$ cat src/rtl/pwm_duty_ctrl.sv
// Supervisory sequencer for the non-overlap PWM generator: soft-start, slew limiting,
// blanking-qualified over-current detection and fault/cooldown/retry/lockout handling.
module pwm_duty_ctrl #(
    parameter int unsigned RAMP_STEP     = 8,
    parameter int unsigned DUTY_MAX      = 1855,
    parameter int unsigned OVR_LIMIT     = 3,
    parameter int unsigned RETRY_PERIODS = 1024,
    parameter int unsigned MAX_RETRIES   = 4
) (
    input  logic        clk,
    input  logic        rst,
    input  logic        enable,
    input  logic [10:0] duty_target,
    input  logic        PWM_synch,
    input  logic        ovr_I_blank,
    input  logic        ovr_I,
    output logic [10:0] duty,
    output logic        pwm_en,
    output logic        fault,
    output logic        lockout,
    output logic [2:0]  state
);

    localparam logic [2:0] IDLE     = 3'd0;
    localparam logic [2:0] RAMP     = 3'd1;
    localparam logic [2:0] RUN      = 3'd2;
    localparam logic [2:0] FAULT    = 3'd3;
    localparam logic [2:0] COOLDOWN = 3'd4;
    localparam logic [2:0] LOCKOUT  = 3'd5;

    localparam int unsigned OCW = $clog2(OVR_LIMIT + 1);
    localparam int unsigned PCW = $clog2(RETRY_PERIODS + 1);
    localparam int unsigned RCW = $clog2(MAX_RETRIES + 1);

    logic [2:0]     state_q, state_d;
    logic [10:0]    duty_q, duty_d;
    logic           pwm_en_q, pwm_en_d;
    logic           fault_q, fault_d;
    logic           lockout_q, lockout_d;
    logic           ovr_seen_q, ovr_seen_d;
    logic [OCW-1:0] ovr_cnt_q, ovr_cnt_d;
    logic [PCW-1:0] period_cnt_q, period_cnt_d;
    logic [RCW-1:0] retry_cnt_q, retry_cnt_d;

    logic [10:0]    tgt;
    logic [11:0]    duty_up;
    logic [10:0]    duty_slew;
    logic           ovr_qual;
    logic [OCW-1:0] ovr_cnt_upd;
    logic [RCW-1:0] retry_inc;

    assign tgt       = (duty_target > 11'(DUTY_MAX)) ? 11'(DUTY_MAX) : duty_target;
    assign duty_up   = {1'b0, duty_q} + 12'(RAMP_STEP);
    assign ovr_qual  = ovr_I & ~ovr_I_blank & pwm_en_q;
    assign retry_inc = retry_cnt_q + 1'b1;

    always_comb begin
        if (tgt < duty_q) begin
            duty_slew = tgt;
        end else if (duty_up > {1'b0, tgt}) begin
            duty_slew = tgt;
        end else begin
            duty_slew = duty_up[10:0];
        end
    end

    always_comb begin
        if (!ovr_seen_q) begin
            ovr_cnt_upd = '0;
        end else if (ovr_cnt_q >= OCW'(OVR_LIMIT)) begin
            ovr_cnt_upd = ovr_cnt_q;
        end else begin
            ovr_cnt_upd = ovr_cnt_q + 1'b1;
        end
    end

    always_comb begin
        state_d      = state_q;
        duty_d       = duty_q;
        ovr_seen_d   = ovr_seen_q;
        ovr_cnt_d    = ovr_cnt_q;
        period_cnt_d = period_cnt_q;
        retry_cnt_d  = retry_cnt_q;

        case (state_q)
            IDLE: begin
                duty_d       = '0;
                ovr_seen_d   = 1'b0;
                ovr_cnt_d    = '0;
                period_cnt_d = '0;
                retry_cnt_d  = '0;
                if (enable && PWM_synch) begin
                    state_d = RAMP;
                end
            end
            RAMP, RUN: begin
                // A hit on the synch cycle itself belongs to the period that is starting.
                ovr_seen_d = ovr_qual | (ovr_seen_q & ~PWM_synch);
                if (PWM_synch) begin
                    ovr_cnt_d = ovr_cnt_upd;
                    if (ovr_cnt_upd == OCW'(OVR_LIMIT)) begin
                        state_d = FAULT;
                        duty_d  = '0;
                    end else begin
                        duty_d = duty_slew;
                        if (state_q == RAMP) begin
                            if (duty_slew == tgt) begin
                                state_d = RUN;
                            end
                        end else if (ovr_seen_q) begin
                            period_cnt_d = '0;
                        end else if (period_cnt_q == PCW'(RETRY_PERIODS - 1)) begin
                            period_cnt_d = '0;
                            retry_cnt_d  = '0;
                        end else begin
                            period_cnt_d = period_cnt_q + 1'b1;
                        end
                    end
                end
            end
            FAULT: begin
                duty_d       = '0;
                ovr_seen_d   = 1'b0;
                ovr_cnt_d    = '0;
                period_cnt_d = '0;
                retry_cnt_d  = retry_inc;
                state_d      = (retry_inc == RCW'(MAX_RETRIES)) ? LOCKOUT : COOLDOWN;
            end
            COOLDOWN: begin
                duty_d     = '0;
                ovr_seen_d = 1'b0;
                ovr_cnt_d  = '0;
                if (PWM_synch) begin
                    if (period_cnt_q == PCW'(RETRY_PERIODS - 1)) begin
                        period_cnt_d = '0;
                        state_d      = RAMP;
                    end else begin
                        period_cnt_d = period_cnt_q + 1'b1;
                    end
                end
            end
            LOCKOUT: begin
                duty_d     = '0;
                ovr_seen_d = 1'b0;
                ovr_cnt_d  = '0;
            end
            default: begin
                state_d = IDLE;
            end
        endcase

        // Dropping enable overrides every synch-time event, including a fault trip.
        if (state_q != IDLE && !enable) begin
            state_d      = IDLE;
            duty_d       = '0;
            ovr_seen_d   = 1'b0;
            ovr_cnt_d    = '0;
            period_cnt_d = '0;
            retry_cnt_d  = '0;
        end
    end

    always_comb begin
        pwm_en_d  = (state_d == RAMP) || (state_d == RUN);
        fault_d   = (state_d == FAULT) || (state_d == COOLDOWN) || (state_d == LOCKOUT);
        lockout_d = (state_d == LOCKOUT);
    end

    always_ff @(posedge clk or posedge rst) begin
        if (rst) begin
            state_q      <= IDLE;
            duty_q       <= '0;
            pwm_en_q     <= 1'b0;
            fault_q      <= 1'b0;
            lockout_q    <= 1'b0;
            ovr_seen_q   <= 1'b0;
            ovr_cnt_q    <= '0;
            period_cnt_q <= '0;
            retry_cnt_q  <= '0;
        end else begin
            state_q      <= state_d;
            duty_q       <= duty_d;
            pwm_en_q     <= pwm_en_d;
            fault_q      <= fault_d;
            lockout_q    <= lockout_d;
            ovr_seen_q   <= ovr_seen_d;
            ovr_cnt_q    <= ovr_cnt_d;
            period_cnt_q <= period_cnt_d;
            retry_cnt_q  <= retry_cnt_d;
        end
    end

    assign duty    = duty_q;
    assign pwm_en  = pwm_en_q;
    assign fault   = fault_q;
    assign lockout = lockout_q;
    assign state   = state_q;

endmodule

$ cat config.mk
export PLATFORM = sky130hd
export DESIGN_NAME = pwm_duty_ctrl
export DESIGN_NICKNAME = d
export VERILOG_FILES = /design/src/rtl/pwm_duty_ctrl.sv
export SDC_FILE = /design/constraint.sdc
export NUM_CORES = 1
export LEC_CHECK = 0
export ABC_AREA = 0
export CAP_MARGIN = 30
export CORE_ASPECT_RATIO = 0.8
export CORE_MARGIN = 4
export CORE_UTILIZATION = 45
export CTS_CLUSTER_DIAMETER = 150
export CTS_CLUSTER_SIZE = 24
export DETAILED_ROUTE_END_ITERATION = 8
export PLACE_DENSITY_LB_ADDON = 0.05
export SYNTH_ARGS = -nofsm -noshare
export SYNTH_HDL_FRONTEND = slang
export SYNTH_SLANG_ARGS = --single-unit
$ cat constraint.sdc
create_clock -name clk -period 3.2 [get_ports clk]
set_clock_uncertainty 0.15 [all_clocks]
set_input_delay 0.8 -clock clk [delete_from_list [all_inputs] [get_ports clk]]
set_output_delay 0.8 -clock clk [all_outputs]
set_load 0.02 [all_outputs]
== After elaboration in Yosys (flattened, before gate mapping) ==
Index checks and enable logic that the tools add are counted.
Widths: inputs -> output; s select.

* Bits in registers: 34
* Output and inout bits: 17

* Add/subtract/negate cells: 4
* $lt $le $gt $ge: 4
* Equal/unequal tests: 20
* Mux-type cells: 39
* Bitwise operators: 6
* Reduce and logical (&&, ||, !) cells: 17

{| class="wikitable"
|+ Operators by type and width
! kind !! count
|-
| $mux 11 || 13
|-
| $mux 3 || 14
|-
| $pmux 11 s3 || 1
|-
| $pmux 11 s2 || 1
|-
| $ne 3x3->1 const B || 6
|-
| $eq 3x3->1 const B || 5
|-
| $pmux 3 s5 || 1
|-
| $add 11x4->12 const B || 1
|-
| $eq 3x2->1 const B || 4
|-
| $gt 12x11->1 || 1
|-
| $add 11x1->11 const B || 1
|-
| $eq 11x10->1 const B || 1
|-
| $eq 11x11->1 || 1
|-
| $gt 11x11->1 const B || 1
|-
| $lt 11x11->1 || 1
|-
| $pmux 3 s3 || 1
|-
| $mux 2 || 4
|-
| $reduce_bool 4->1 || 2
|-
| $eq 3x1->1 const B || 2
|-
| $reduce_and 6->1 || 1
|-
| $reduce_bool 3->1 || 2
|-
| $reduce_and 5->1 || 1
|-
| $pmux 2 s2 || 1
|-
| $reduce_or 2->1 || 2
|-
| other kinds (15) || 22
|}

== Depth between registers and ports, before layout ==
Gate-level depths: netlist (run 1).

* Word-level depth: 15
* Mapped depth: 14
* Depth with buffers taken out: 13

== Least setup slack after synthesis (run 1) ==
OpenSTA, ideal clock, no wires.

* Kind: input to register
* Start point: input port duty_target[7]
* End point: register duty_q[10], in the netlist duty[10]
* Library setup time: 0.080 ns
* Arrival time: 3.311 ns
* Data required time: 2.970 ns
* Path slack: -0.341 ns
* Stages: 12
* Path buffers: 2
* Cells stage by stage: o2111a_1 > buf_6 > nor2_1 > inv_1 > ha_1 > or4b_2 > o32a_1 > a21oi_2 > buf_2 > nand2_1 > o21ai_0 > o2bb2ai_1

* Word-level cells in the longest chain between the ends: 9
* Elaborated cells on any way between the ends: 10

{| class="wikitable"
|+ RTL lines
! what !! RTL line !! RTL
|-
| start, declared || 13 || <nowiki>input logic [10:0] duty_target,</nowiki>
|-
| $gt 11x11->1 || 52 || <nowiki>assign tgt = (duty_target > 11'(DUTY_MAX)) ? 11'(DUTY_MAX) : duty_target;</nowiki>
|-
| $mux 11 (*) || 52 ||
|-
| $gt 12x11->1 || 60 || <nowiki>end else if (duty_up > {1'b0, tgt}) begin</nowiki>
|-
| $mux 11 || 60 ||
|-
| $mux 11 (*) || 58 || <nowiki>if (tgt < duty_q) begin</nowiki>
|-
| $mux 11 (*) || 101 || <nowiki>if (ovr_cnt_upd == OCW'(OVR_LIMIT)) begin</nowiki>
|-
| $mux 11 (*) || 99 || <nowiki>if (PWM_synch) begin</nowiki>
|-
| $pmux 11 s2 (*) || 85 || <nowiki>case (state_q)</nowiki>
|-
| $mux 11 (*) || 153 || <nowiki>if (state_q != IDLE && !enable) begin</nowiki>
|-
| end signal, assigned || 182 || <nowiki>duty_q <= duty_d;</nowiki>
|-
| end, declared || 36 || <nowiki>logic [10:0] duty_q, duty_d;</nowiki>
|}

Every way passes the cells marked *; elsewhere a longest branch is shown, timed or not. The select of a mux whose other input is x is not followed.
A chain may end at the register's enable or synchronous reset.

== Final worst setup path (run 1) ==
* Start point: input port duty_target[10]
* End point: register duty_q[5], in the netlist duty[5]

The elaborated chain is that of the path after synthesis.

==> summary.md, run 1 <==
| Metric | Value |
|---|---|
| Layout cell share with drive strength beyond 1 | `30.2%` |
| Failing checks | `negative setup slack` |
| Final Cycle Share | `105%` |
| Overall die area | `7590 sq um` |
| Clock buffer depth | `2` |
| Initial antenna violation count | `0` |
| Avg Inst Size Synth | `8.32 sq um` |
| Hold Vio Cnt, Final | `0` |
| Pre-CTS setup slack | `-821 ps` |
| Routed WL | `8550 um` |
| Detail Route Antenna Nets | `0` |
| Die X | `96.4 um` |
| Min setup slack post-route | `-152 ps` |
| Final Power | `0.00132 W` |
| H-tree depth | `2` |
| Most frequent cell after synthesis | `dfrtp_1` |
| Number of global-route vias before repair | `2838` |
| Routed vias/inst | `5.72` |
| WL/cell | `16.9 um` |
| Area growth syn-to-layout | `47.9%` |
| Synthesized area | `2810 sq um` |
| Gate Count Post-Synth | `338` |
| Worst skew pair latency | `290 ps` |
| Max Cap Viol | `0` |
| Initial core utilization | `47.1%` |
| PD cells | `318 nW/um^2` |
| Post-detail-place hpwl | `6120 um` |
| Flop2flop setup slack | `-140 ps` |
| Peak VDD IR | `0.000258 V` |
| Drt pass-1 iters | `5` |
| Gr ovfl total | `0` |
| Buffers on Ports | `33` |
| Endpoints failing setup | `11` |
| Worst Path Required | `3240 ps` |
| Most used cell, CP | `buf_6` |
| Slew Limit Fails | `0` |
| Largest net degree at the start of global routing | `35` |
| Worst-Margin Slew | `918 ps` |
| Total GRT Usage | `23.3%` |
| Main flop type after synthesis | `dfrtp_1` |
| Synth cell types | `59` |
| Ranking of synthesized cells by area | `dfrtp_1, ha_1, o21ai_0, nor2_1, inv_1` |
| Fmax | `0.298 GHz` |
| Number of synthesized flops with an enable pin | `0` |
| Seq cells post-synth | `34` |
| First-pass GRT wire length | `13900 um` |
| Gpl congestion | `0.881` |
| Num rows | `25` |
| Hold crit path type | `flip-flop to flip-flop` |
| Startpoint types | `primary input` |
| Slowest CP cell | `o2111a_2` |
| Core ar. | `5970 sq um` |
| Syn Nets | `380` |
| CP endpoint kind | `flip-flop` |
| Reg clk slew, reported paths | `80 ps` |
| DRC Markers | `0` |
| Min cycle time layout | `3350 ps` |
| Die Ht | `78.7 um` |
| Synth top cells by count | `dfrtp_1, nor2_1, inv_1` |
| Io pins | `34` |
| Critical Path AT | `3390 ps` |
| CTS buffer count | `5` |
| CTS tree | `yes` |
| Asr flop ratio synth | `100%` |
| Via count | `2891` |
| Drt initial violations | `197` |
| Critical path type | `primary input to flip-flop` |
| Sequential share of the synthesized area | `30.2%` |
| Root Buffer | `clkbuf_8` |
| Yosys warnings | `0` |
| Nets@finish | `465` |
| Crit path largest cell delay | `330 ps` |
| Crit-path max FO | `5` |
| Clk sinks | `34` |
| Outcome | `finished, violations left` |
| Crit path cell chain | `clkdlybuf4s15_1 -> o2111a_2 -> buf_6 -> nor2_4 -> inv_1 -> ha_4 -> nor2b_1 -> o211ai_1 -> a221oi_2 -> o22ai_2 -> a21oi_4 -> buf_6 -> buf_12 -> buf_16 -> nand3_2 -> o21ai_1 -> a22o_1` |
| Worst hold slack | `339 ps` |
| Slew HR | `38.2%` |
| Yosys top cell area share | `30.2%` |
| Yosys top cell by area | `dfrtp_1` |
| Leakage | `1.81 nW` |
| Ant. Diodes | `0` |
| RSZ-0062 raised after global routing | `yes` |
## repair_timing
action / in CTS / in global routing
setup buffers: 4 / 1
pin swaps: 14 / 24
endpoints found under the setup margin: 16 / 16
hold buffers: 0 / 0
resized for setup: 43 / 29
cloned: 2 / 1
## layout make-up
class / instances / area, sq um
multi-input cells: 258 / 2070
fillers: 458 / 1820
repair buffers: 94 / 881
flip-flops and latches: 34 / 855
inverters: 30 / 113
well taps: 81 / 101
clock buffers: 5 / 68.8
clock inverters: 3 / 68.8
## critical path, delay by kind of cell
kind                     cells  cell delay [ps]
AND/OR/NAND/NOR              3              250
buffers and inverters        6              850
AO/OA/AOI/OAI                7             1300
adder cells (fa/ha/maj)      1              200
## cell families after synthesis
group                    Yosys count  share of synthesized area (%)
AO/OA/AOI/OAI                    103                           25.0
XOR/XNOR                          11                           4.89
adder cells (fa/ha/maj)           25                           11.1
buffers and inverters             46                           6.63
flip-flops                        34                           30.2
multiplexers                       1                          0.356
AND/OR/NAND/NOR                  118                           21.8
## cell usage in the layout, fill, tap and decap left out, types with 3 or more instances in the layout
| cell type | instances |
|---|---|
| a21oi_1 | 11 |
| ha_1 | 21 |
| nand3_1 | 8 |
| nand4_1 | 4 |
| nand3_2 | 3 |
| nor3_1 | 8 |
| dfrtp_2 | 3 |
| nor2b_1 | 8 |
| nand2_1 | 25 |
| o21a_1 | 3 |
| inv_1 | 28 |
| xnor3_1 | 3 |
| a21oi_2 | 3 |
| a22oi_1 | 3 |
| ha_4 | 4 |
| o21ai_1 | 4 |
| a31oi_4 | 3 |
| clkdlybuf4s15_1 | 3 |
| clkbuf_8 | 5 |
| nor2_1 | 20 |
| o21ai_2 | 3 |
| o31ai_1 | 4 |
| buf_6 | 6 |
| clkdlybuf4s50_1 | 28 |
| o22ai_1 | 7 |
| nor2_2 | 5 |
| a31oi_1 | 4 |
| dfrtp_1 | 31 |
| and3_1 | 5 |
| nor2_4 | 7 |
| o21ai_0 | 22 |
| xnor2_1 | 6 |
| or2_2 | 3 |
| nand2b_1 | 6 |
| buf_4 | 51 |
## metrics by stage
step,setup TNS (ps),utilization [%],instances,area (sq um)
final,-737,69.6,505,4160
after CTS,-655,66.7,503,3990
after global routing,-2230,69.6,505,4160
after detailed placement,-11270,60.7,489,3630
after global placement,-10580,60.7,489,3630
after floorplan,-92.4,-,338,2880
## registers in the layout, indices dropped and copies added (netlist names)
name / cells
duty: 11
period_cnt_q: 11
state: 3
pwm_en: 1
fault: 1
retry_cnt_q: 3
ovr_cnt_q: 2
lockout: 1
ovr_seen_q: 1
## path summary, 6_finish.rpt
path                                                   start                           end  cells past startpoint
worst max-delay path                         duty_target[10]           duty[5]$_DFFE_PP0P_                     17
worst min register to register  period_cnt_q[10]$_DFFE_PP0P_  period_cnt_q[10]$_DFFE_PP0P_                      1
min in group asynchronous                                rst      ovr_cnt_q[1]$_DFFE_PP0P_                      3
worst max register to register           duty[4]$_DFFE_PP0P_           duty[9]$_DFFE_PP0P_                     14
worst min-delay path            period_cnt_q[10]$_DFFE_PP0P_  period_cnt_q[10]$_DFFE_PP0P_                      1
max in group asynchronous                                rst           duty[7]$_DFFE_PP0P_                      3
## per-layer routing
layer	wire length [um]	global-route usage, %
met1	4070	35.2
met5	0	0
met2	3910	34.7
met4	76	3.64
met3	502	5.02
## power breakdown
| part | total, W | internal, W | switching (W) |
|---|---|---|---|
| clock | 0.000484 | 0.000312 | 0.000172 |
| sequential | 0.000449 | 0.000438 | 0.0000117 |
| combinational | 0.000388 | 0.000192 | 0.000196 |
| total | 0.00132 | 0.000942 | 0.000379 |
(Power assumes the default switching activity.)
==> run 2: changes to the inputs <==
--- a/config.mk
+++ b/config.mk
@@ -5,7 +5,6 @@
 export SDC_FILE = /design/constraint.sdc
 export NUM_CORES = 1
 export LEC_CHECK = 0
-export ABC_AREA = 0
 export CAP_MARGIN = 30
 export CORE_ASPECT_RATIO = 0.8
 export CORE_MARGIN = 4
==> results of run 2 <==
No change in the layout: final DEF, timing and power equal those of run 1.
